`src/rtl/apb_pkg.sv`:
```
// Shared APB definitions: FSM state encoding used by both initiator and
// responder FSMs, and width helpers for strobes and watchdog counters.
package apb_pkg;

    typedef enum logic [1:0] {
        ST_IDLE   = 2'd0,
        ST_SETUP  = 2'd1,
        ST_ACCESS = 2'd2,
        ST_RESP   = 2'd3
    } apb_state_e;

    // One strobe bit per byte lane.
    function automatic int strb_width(input int data_width);
        return data_width / 8;
    endfunction

    // Counter wide enough to hold 0..limit; never narrower than one bit so a
    // disabled watchdog (limit 0) still elaborates.
    function automatic int wdog_width(input int limit);
        return (limit < 1) ? 1 : $clog2(limit + 1);
    endfunction

endpackage

```
`src/rtl/apb_master_watchdog.sv`:
```
// Cycle watchdog: counts enabled cycles since the last clear and flags the
// cycle in which the count reaches limit-1. A limit of 0 never expires.
module apb_master_watchdog #(
    parameter int CNT_WIDTH = 5
) (
    input  logic                 i_clk,
    input  logic                 i_rst,
    input  logic                 i_clear,
    input  logic                 i_enable,
    input  logic [CNT_WIDTH-1:0] i_limit,
    output logic                 o_expired
);

    logic [CNT_WIDTH-1:0] r_count;
    logic                 w_armed;
    logic                 w_last;

    assign w_armed   = (i_limit != '0);
    assign w_last    = (r_count == (i_limit - CNT_WIDTH'(1)));
    assign o_expired = i_enable && w_armed && w_last;

    // Count enabled cycles; clear takes priority so a new window starts at 0.
    always_ff @(posedge i_clk or posedge i_rst) begin
        if (i_rst) begin
            r_count <= '0;
        end else if (i_clear) begin
            r_count <= '0;
        end else if (i_enable) begin
            r_count <= r_count + CNT_WIDTH'(1);
        end
    end

endmodule

```
`src/rtl/apb_master.sv`:
```
// APB initiator: accepts one valid/ready command, runs a single APB
// SETUP/ACCESS transfer on the tim_* bus and holds the response until it is
// consumed. A watchdog aborts ACCESS phases that never see PREADY.
//
// Handshakes: a transfer happens on a rising clock edge where valid and ready
// are both high. cmd_ready may depend combinationally on rsp_ready (RESP
// state) so a response can be retired and the next command taken in the same
// cycle; rsp_valid and the response fields are held stable until rsp_ready.
module apb_master
    import apb_pkg::*;
#(
    parameter int ADDR_WIDTH     = 12,
    parameter int DATA_WIDTH     = 32,
    parameter int TIMEOUT_CYCLES = 16
) (
    input  logic                    sys_clk,
    input  logic                    sys_rst,
    // command channel
    input  logic                    cmd_valid,
    output logic                    cmd_ready,
    input  logic                    cmd_write,
    input  logic [ADDR_WIDTH-1:0]   cmd_addr,
    input  logic [DATA_WIDTH-1:0]   cmd_wdata,
    input  logic [DATA_WIDTH/8-1:0] cmd_strb,
    // response channel
    output logic                    rsp_valid,
    input  logic                    rsp_ready,
    output logic [DATA_WIDTH-1:0]   rsp_rdata,
    output logic                    rsp_err,
    output logic                    rsp_timeout,
    // APB bus
    output logic                    tim_psel,
    output logic                    tim_penable,
    output logic                    tim_pwrite,
    output logic [ADDR_WIDTH-1:0]   tim_paddr,
    output logic [DATA_WIDTH-1:0]   tim_pwdata,
    output logic [DATA_WIDTH/8-1:0] tim_pstrb,
    input  logic [DATA_WIDTH-1:0]   tim_prdata,
    input  logic                    tim_pready,
    input  logic                    tim_pslverr
);

    localparam int                STRB_W   = strb_width(DATA_WIDTH);
    localparam int                CNT_W    = wdog_width(TIMEOUT_CYCLES);
    localparam logic [CNT_W-1:0]  WD_LIMIT = CNT_W'(TIMEOUT_CYCLES);

    apb_state_e          r_state;
    logic                r_psel;
    logic                r_penable;
    logic                r_pwrite;
    logic [ADDR_WIDTH-1:0] r_paddr;
    logic [DATA_WIDTH-1:0] r_pwdata;
    logic [STRB_W-1:0]   r_pstrb;
    logic                r_rsp_valid;
    logic [DATA_WIDTH-1:0] r_rsp_rdata;
    logic                r_rsp_err;
    logic                r_rsp_timeout;

    logic                w_cmd_ready;
    logic                w_accept;
    logic                w_wd_clear;
    logic                w_wd_enable;
    logic                w_wd_expired;

    // A command can be taken when idle, or in RESP in the same cycle the
    // pending response is consumed (back-to-back with no IDLE bubble).
    assign w_cmd_ready = (r_state == ST_IDLE) ||
                         ((r_state == ST_RESP) && rsp_ready);
    assign w_accept    = cmd_valid && w_cmd_ready;

    // SETUP always precedes ACCESS, so clearing there restarts the window
    // exactly on entry to ACCESS.
    assign w_wd_clear  = (r_state == ST_SETUP);
    assign w_wd_enable = (r_state == ST_ACCESS);

    apb_master_watchdog #(
        .CNT_WIDTH (CNT_W)
    ) u_watchdog (
        .i_clk     (sys_clk),
        .i_rst     (sys_rst),
        .i_clear   (w_wd_clear),
        .i_enable  (w_wd_enable),
        .i_limit   (WD_LIMIT),
        .o_expired (w_wd_expired)
    );

    // Transfer FSM with registered APB and response outputs.
    always_ff @(posedge sys_clk or posedge sys_rst) begin
        if (sys_rst) begin
            r_state       <= ST_IDLE;
            r_psel        <= 1'b0;
            r_penable     <= 1'b0;
            r_pwrite      <= 1'b0;
            r_paddr       <= '0;
            r_pwdata      <= '0;
            r_pstrb       <= '0;
            r_rsp_valid   <= 1'b0;
            r_rsp_rdata   <= '0;
            r_rsp_err     <= 1'b0;
            r_rsp_timeout <= 1'b0;
        end else begin
            case (r_state)
                ST_IDLE: begin
                    // command capture handled below
                end
                ST_SETUP: begin
                    r_penable <= 1'b1;
                    r_state   <= ST_ACCESS;
                end
                ST_ACCESS: begin
                    // PREADY beats the watchdog when both land in one cycle.
                    if (tim_pready) begin
                        r_psel        <= 1'b0;
                        r_penable     <= 1'b0;
                        r_rsp_valid   <= 1'b1;
                        r_rsp_err     <= tim_pslverr;
                        r_rsp_timeout <= 1'b0;
                        r_rsp_rdata   <= r_pwrite ? '0 : tim_prdata;
                        r_state       <= ST_RESP;
                    end else if (w_wd_expired) begin
                        r_psel        <= 1'b0;
                        r_penable     <= 1'b0;
                        r_rsp_valid   <= 1'b1;
                        r_rsp_err     <= 1'b1;
                        r_rsp_timeout <= 1'b1;
                        r_rsp_rdata   <= '0;
                        r_state       <= ST_RESP;
                    end
                end
                ST_RESP: begin
                    if (rsp_ready) begin
                        r_rsp_valid <= 1'b0;
                        r_state     <= ST_IDLE;
                    end
                end
                default: begin
                    r_state <= ST_IDLE;
                end
            endcase

            // Accepting a command overrides the IDLE fall-through of RESP.
            if (w_accept) begin
                r_pwrite  <= cmd_write;
                r_paddr   <= cmd_addr;
                r_pwdata  <= cmd_wdata;
                r_pstrb   <= cmd_write ? cmd_strb : '0;
                r_psel    <= 1'b1;
                r_penable <= 1'b0;
                r_state   <= ST_SETUP;
            end
        end
    end

    assign cmd_ready   = w_cmd_ready;
    assign rsp_valid   = r_rsp_valid;
    assign rsp_rdata   = r_rsp_rdata;
    assign rsp_err     = r_rsp_err;
    assign rsp_timeout = r_rsp_timeout;
    assign tim_psel    = r_psel;
    assign tim_penable = r_penable;
    assign tim_pwrite  = r_pwrite;
    assign tim_paddr   = r_paddr;
    assign tim_pwdata  = r_pwdata;
    assign tim_pstrb   = r_pstrb;

endmodule

```
`config.mk`:
```
export PLATFORM = sky130hd
export DESIGN_NAME = apb_master
export DESIGN_NICKNAME = d
export VERILOG_FILES = /design/src/rtl/apb_pkg.sv /design/src/rtl/apb_master_watchdog.sv /design/src/rtl/apb_master.sv
export SDC_FILE = /design/constraint.sdc
export NUM_CORES = 1
export LEC_CHECK = 0
export ABC_AREA = 1
export CORE_MARGIN = 5
export CORE_UTILIZATION = 42
export DETAILED_ROUTE_END_ITERATION = 16
export GPL_ROUTABILITY_DRIVEN = 0
export GPL_TIMING_DRIVEN = 0
export PLACE_DENSITY_LB_ADDON = 0.08
export SLEW_MARGIN = 20
export SYNTH_ARGS = -nofsm -noshare
export SYNTH_HDL_FRONTEND = slang
export SYNTH_SLANG_ARGS = --single-unit
```
`constraint.sdc`:
```
create_clock -name sys_clk -period 4.23 [get_ports sys_clk]
set_input_delay 0.846 -clock sys_clk [delete_from_list [all_inputs] [get_ports sys_clk]]
set_output_delay 0.846 -clock sys_clk [all_outputs]
set_load 0.005 [all_outputs]
```
Word level (Yosys, flattened, before mapping):

Cells that the tools add are included.
W data, S select, Z words.

* add/sub/neg operators: 1
* equal/unequal tests: 8
* muxes and demuxes: 23
* reductions and logical operators: 17

Operator list (count)
* $mux W32: 3
* $mux W1: 10
* $mux W5: 2
* $mux W2: 4
* $reduce_bool A2 Y1: 4
* $ne A3 B3 Y1 const B: 2
* $pmux W2 S3: 1
* $reduce_and A2 Y1: 3
* $reduce_and A3 Y1: 2
* $reduce_bool A3 Y1: 2
* $add A5 B1 Y5 const B: 1
* $eq A5 B4 Y1 const B: 1
* $eq A2 B2 Y1 const B: 2
* $mux W4: 1
* $ne A4 B4 Y1 const B: 1
* $pmux W1 S2: 2
* $reduce_bool A4 Y1: 1
* $logic_and A1 B1 Y1: 3
* $eq A2 B1 Y1 const B: 1
* $logic_not A2 Y1: 1
* $ne A2 B2 Y1 const B: 1
* $logic_or A1 B1 Y1: 1

* register bits: 93
* input port bits: 87
* output and inout bits: 87
* word-level logic and storage cells: 61

Logic depth before layout (Yosys ltp):

Gate-level depths: netlist of run 1.

* depth in word-level cells: 6
* mapped depth: 10
* depth with buffers taken out: 10

Modules after synthesis:

From an unflattened synthesis of run 1, not the netlist that was laid out.

* cells, all modules: 470
* area total of the unflattened synthesis: 3942.5 µm²

By module, submodules not included
* apb_master: instances 1, cells each 393, area an instance 3499.6 µm², sequential area each 2202.1 µm²
* apb_master_watchdog: instances 1, cells each 77, area an instance 442.9 µm², sequential area each 125.1 µm²

Least setup slack after synthesis of run 1:

No wires, ideal clock.

* path type: input -> output
* start: input port rsp_ready
* end: output port cmd_ready
* arrival time: 0.973 ns
* data required time: 3.384 ns
* setup slack: 2.411 ns
* cell stages on the path: 2
* path buffers: 0
* cell sequence: nand2_2 nand2_2

* longest elaborated chain between the ends: 2

Ends and longest elaborated chain
* start, declared: line apb_master.sv:27 `input logic rsp_ready,`
* $logic_and A1 B1 Y1: line apb_master.sv:68 `((r_state == ST_RESP) && rsp_ready);`
* $logic_or A1 B1 Y1: line apb_master.sv:67 `assign w_cmd_ready = (r_state == ST_IDLE) ||`
* end, declared: line apb_master.sv:20 `output logic cmd_ready,`

Every way passes these cells.

Worst setup path in the final report of run 1:

Ends and elaborated chain as after synthesis.

==> metrics, run 1 <==
Cell Chain, Critical Path clkdlybuf4s50_1 -> nand2_2 -> nand2_2 -> clkdlybuf4s50_1; setup clock skew after layout 9.74 ps; register bit count reported by yosys 93; number of setup buffers added after CTS 0; worst vdd ir 0.311 mV; Die Y-Extent 105 um; hold slack 481 ps; fraction of layout instances using a drive strength above 1 0.0764; antenna diode count 0; share of the clock period used by the worst path 0.680; drt drc 0; GRT Overall Usage 0.188; pin count of the biggest net entering global routing 67; Slew Viols, Final 0; number of buffers inserted during clock tree synthesis 9; portion of synthesized cell area occupied by the leading cell type 0.608; path type of the worst min-delay path register to register; highest achievable clock rate 0.347 GHz; horizontal die dimension 105 um; worst stage delay on the critical path 540 ps; setup repair after global routing missed its margin no; # hold bufs at CTS 0; share of the yosys chip area belonging to registers 0.608; count of boundary I/O pins 174; clock period minus worst slack 2880 ps; final-stage net count 705; residual overflow from global routing 0; WL/cell 14.0 um; post-cts sizing count 0; setup slack, reg-to-reg 2520 ps; MaxCap Viol Count 0; Synth-to-Final Area Change 54.2%; Synth area leaders sky130_fd_sc_hd__dfrtp_1 (61%), sky130_fd_sc_hd__nand2_1 (23%), sky130_fd_sc_hd__nand3_1 (4.6%), sky130_fd_sc_hd__ha_1 (2.3%), sky130_fd_sc_hd__inv_1 (1.4%); Post-Route WL 10.1 mm; antenna violations before repair 0; instance area after placement 5730 um^2; pre-CTS WS 1360 ps; setup violators final 0; IO Port Bufs 173; num rows 34; clock root buffer sky130_fd_sc_hd__clkbuf_8; relative slew slack 0.787; global-route wire length before repair 17.0 mm; most common library cell in the layout ignoring fill and taps sky130_fd_sc_hd__nand2_1; Initial Utilization 0.434; synthesized instance count 426; count of synthesis-stage warnings from yosys 0; accumulated negative setup slack 0 ps; CTS tree done; final number of hold-violating endpoints 0; Overall Power 3.69 mW; Vias per Instance 4.60; worst-skew pair later-pin latency 350 ps; power density over the cells 625 nW/um^2; cell taking the most area after synthesis sky130_fd_sc_hd__dfrtp_1; peak fanout along the critical path 3; H-tree depth 3; data arrival time of the worst path 2030 ps; Synth Cell Area 3830 um^2; path type of the worst setup path input port to primary output; final HPWL from detailed placement 7.73 mm; 1st-iter DRT viols 100; outcome finished, final reports clean; Antenna Nets Post-Route 0; overall die area 11100 um^2; largest buffer count on any clock path 2; crit end category primary output; routed vias 3327; synthesized area per cell 8.98 um^2; register clock-pin slew on the reported worst setup and hold paths 80 ps; sinks on the clock net 93; CP Data Required Time 3380 ps; vias in the first global route 3527; measured slew at the worst slew-check pin 319 ps; total of fill cells in the finished design 724; 1st-pass router iterations 4; Post-Synthesis Net Count 520; library cells used by synthesis 26; core area 8810 um^2; final instance area 5900 um^2; top library cells by usage in the layout, fill and taps aside sky130_fd_sc_hd__nand2_1 (231), sky130_fd_sc_hd__clkdlybuf4s50_1 (173), sky130_fd_sc_hd__dfrtp_1 (93); Worst Setup Start Kind input port; Crit-path slowest cell sky130_fd_sc_hd__clkdlybuf4s50_1; standby leakage power 2.96 nW; worst setup slack after layout 1350 ps
## cell type report
type	instances	area [um^2]	share of cell area
timing repair buffer	174	1760	0.298
clock inverter	5	37.5	0.00636
multi-input combinational	297	1300	0.221
clock buffer	10	138	0.0233
tap	108	135	0.0229
buffer	19	129	0.0218
sequential	93	2330	0.394
inverter	17	73.8	0.0125
## kinds of logic (layout without fill, tap and decap cells)
| family | count (synthesis) | in the layout | synth area share |
|---|---|---|---|
| AO/OA/AOI/OAI | 9 | 9 | 0.0137 |
| flip-flops | 93 | 93 | 0.608 |
| adder cells (fa/ha/maj) | 7 | 7 | 0.0229 |
| multiplexers | 1 | 1 | 0.00262 |
| buffers and inverters | 36 | 225 | 0.0517 |
| AND/OR/NAND/NOR | 280 | 280 | 0.301 |
## sequential cells by signal, indices dropped and copies added (netlist names)
register            count
rsp_valid               1
rsp_rdata              32
tim_pstrb               4
tim_penable             1
rsp_timeout             1
tim_paddr              12
tim_psel                1
tim_pwdata             32
rsp_err                 1
tim_pwrite              1
u_watchdog.r_count      5
r_state                 2
## metrics by stage
step	cells	util
2_1_floorplan	426	-
3_3_place_gp	707	0.646
3_5_place_dp	708	0.650
4_1_cts	723	0.670
5_1_grt	723	0.670
6_report	723	0.670
## final timing paths
| path | start | cells after the start | to |
|---|---|---|---|
| setup / recovery | rsp_ready | 4 | cmd_ready |
| hold / removal | tim_psel | 2 | tim_psel |
| setup reg to reg | u_watchdog.r_count[0] | 10 | rsp_rdata[7] |
| hold reg to reg | tim_psel | 2 | tim_psel |
| max in group asynchronous | sys_rst | 3 | rsp_err |
| min in group asynchronous | sys_rst | 2 | rsp_rdata[7] |
## metal layers
layer / GRT usage / share of wire
met1: 0.240 / 0.44
met2: 0.306 / 0.45
met3: 0.0562 / 0.094
met4: 0.0665 / 0.015
met5: 0 / 0
## power by group
part           switching, mW  leakage, nW  internal (mW)
Sequential             0.205         1.19           1.25
Clock                  0.304       0.0843          0.228
Combinational          0.764         1.68          0.939
Total                   1.27         2.96           2.41
## critical path, delay by kind of cell
kind                   cells  cell delay (ps)
buffers and inverters      2             1010
and+or+nand+nor            2              170
## cell usage after synthesis, drive strengths merged
cell and count:
o22ai 1, nor3 2, dfrtp 93, nand2 234
o21a 1, mux2i 1, o22a 1, nor2 6
inv 17, buf 19, nand3 35, nand4 1
ha 7, and3 1, or2 1, o21ai 5
a21oi 1
Note: power is estimated with default switching activity, not from simulation.
==> inputs of run 2 (changes only) <==
--- a/config.mk
+++ b/config.mk
@@ -7,7 +7,7 @@
 export LEC_CHECK = 0
 export ABC_AREA = 1
 export CORE_MARGIN = 5
-export CORE_UTILIZATION = 42
+export CORE_UTILIZATION = 37
 export DETAILED_ROUTE_END_ITERATION = 16
 export GPL_ROUTABILITY_DRIVEN = 0
 export GPL_TIMING_DRIVEN = 0
==> constraint.sdc (replaced) <==
create_clock -name sys_clk -period 2.6 [get_ports sys_clk]
set_input_delay 0.52 -clock sys_clk [delete_from_list [all_inputs] [get_ports sys_clk]]
set_output_delay 0.52 -clock sys_clk [all_outputs]
set_load 0.005 [all_outputs]
==> run 2 against run 1 <==
Compared with the run above:
- clock power rose by 69%
- design area up 1.1%
- register-to-register slack lost 1600 ps
- first-iteration DRC count rose by 61%
- sequential power increased by 63%
- clock skew is essentially flat
- non-clock buffer count up 2
- die area rose by 12%
- critical path depth unchanged
- cell count is 3.9% higher
- via count is 2.0% higher
- setup slack got worse by 990 ps
==> metrics, run 2 (synthesis results as in run 1) <==
global-route wire length before repair 17.7 mm; path type of the worst min-delay path register to register; Worst Reg-to-Reg Cells 10; total of fill cells in the finished design 907; endpoint of the worst-slack reg-to-reg timing path rsp_rdata[11]; routed vias 3393; GRT Overall Usage 0.176; clock period minus worst slack 2240 ps; # hold bufs at CTS 0; vias in the first global route 3596; cell count after placement 738; relative slew slack 0.689; register clock-pin slew on the reported worst setup and hold paths 80 ps; overall die area 12500 um^2; sinks on the clock net 93; outcome finished, final reports clean; count of boundary I/O pins 174; hold slack 480 ps; horizontal die dimension 112 um; setup violators final 0; antenna diode count 0; num rows 37; sequential share of power 0.392; Vias per Instance 4.52; WL/cell 14.0 um; setup repair after global routing missed its margin no; pin count of the biggest net entering global routing 29; 1st-pass router iterations 4; residual overflow from global routing 0; Synth-to-Final Area Change 56.0%; path type of the worst setup path register to primary output; measured slew at the worst slew-check pin 465 ps; worst-skew pair later-pin latency 360 ps; internal power 3.99 mW; Antenna Nets Post-Route 0; switching power total 2.04 mW; antenna violations before repair 0; final HPWL from detailed placement 8.03 mm; most common library cell in the layout ignoring fill and taps sky130_fd_sc_hd__nand2_1; Overall Power 6.03 mW; number of buffers inserted during clock tree synthesis 9; final cell count without fillers 751; CTS tree done; standby leakage power 2.97 nW; Initial Utilization 0.376; largest buffer count on any clock path 2; worst vdd ir 0.533 mV; final number of hold-violating endpoints 0; peak fanout along the critical path 5; clock root buffer sky130_fd_sc_hd__clkbuf_8; Sequential Area 2330 um^2; H-tree depth 3; data arrival time of the worst path 1720 ps; drt drc 0; IO Port Bufs 173; Slew Viols, Final 0; top library cells by usage in the layout, fill and taps aside sky130_fd_sc_hd__nand2_1 (231), sky130_fd_sc_hd__clkdlybuf4s50_1 (173), sky130_fd_sc_hd__dfrtp_1 (93); MaxCap Viol Count 0; CP Capture Point cmd_ready; share of total power consumed by net switching 0.339; multi-input gate area in the final layout 1300 um^2; highest achievable clock rate 0.447 GHz; number of setup buffers added after CTS 0; FF-to-FF Start u_watchdog.r_count[0]; CP Data Required Time 2080 ps; Die Y-Extent 112 um; setup clock skew after layout 10.2 ps; setup slack, reg-to-reg 890 ps; Logic pwr share 0.460; Post-Route WL 10.5 mm; final-stage net count 707; post-cts sizing count 0; relative contribution of the clock network to total power 0.149; fraction of layout instances using a drive strength above 1 0.0748; 1st-iter DRT viols 161; Worst Setup Start Kind register; startpoint of the most critical setup path r_state[0]; power density over the cells 1010 nW/um^2; crit end category primary output; share of the clock period used by the worst path 0.860; core area 10200 um^2
==> run 2: worst min-delay path by stage <==
| stage | start | to | slack [ps] | cells after the start |
|---|---|---|---|---|
| 2_1_floorplan | rsp_valid | rsp_valid | 460 | 2 |
| 3_3_place_gp | rsp_valid | rsp_valid | 460 | 2 |
| 3_5_place_dp | rsp_valid | rsp_valid | 460 | 2 |
| 4_1_cts | rsp_valid | rsp_valid | 480 | 2 |
| 5_1_grt | tim_pwdata[22] | tim_pwdata[22] | 510 | 2 |
| 6_report | tim_psel | tim_psel | 480 | 2 |
==> run 2: cell type report <==
class | instances | share of cell area
Buffer | 19 | 0.0216
Clock buffer | 10 | 0.0214
Clock inverter | 3 | 0.00671
Inverter | 17 | 0.0122
Multi-Input combinational cell | 297 | 0.218
Sequential cell | 93 | 0.390
Tap cell | 136 | 0.0285
Timing Repair Buffer | 176 | 0.302
==> run 2: routing by layer <==
layer / up-vias / global-route usage / routed length [um]
met4: 0 / 0.0730 / 237
met2: 127 / 0.266 / 4660
met3: 17 / 0.0739 / 1070
met5: - / 0 / 0
li1: 1680 / - / -
met1: 1569 / 0.223 / 4580
==> run 2: critical path, stage by stage, from the launching register on <==
cell                              delay (ps)
sky130_fd_sc_hd__dfrtp_1                 430
sky130_fd_sc_hd__ha_1                    220
sky130_fd_sc_hd__nand2_2                  90
sky130_fd_sc_hd__nand2_2                  90
sky130_fd_sc_hd__clkdlybuf4s50_1         530
==> run 2: metrics by stage <==
step | util | setup WS (ps) | instance area, um^2 | TNS (ps)
4_1_cts | 0.586 | 326 | 5970 | 0
2_1_floorplan | - | 988 | 3830 | 0
6_report | 0.586 | 365 | 5970 | 0
5_1_grt | 0.586 | 246 | 5970 | 0
3_3_place_gp | 0.563 | -67.9 | 5730 | -5820
3_5_place_dp | 0.569 | 368 | 5800 | 0
==> run 2: power by group through the flow <==
stage                     Clock, mW  Sequential [mW]  Combinational [mW]
final                         0.898             2.36                2.77
after global routing          0.999             2.45                3.13
after CTS                     0.939             2.37                2.84
after detailed placement          0             2.38                2.82
after global placement            0             2.36                2.77
after floorplan                   0             2.40                1.20
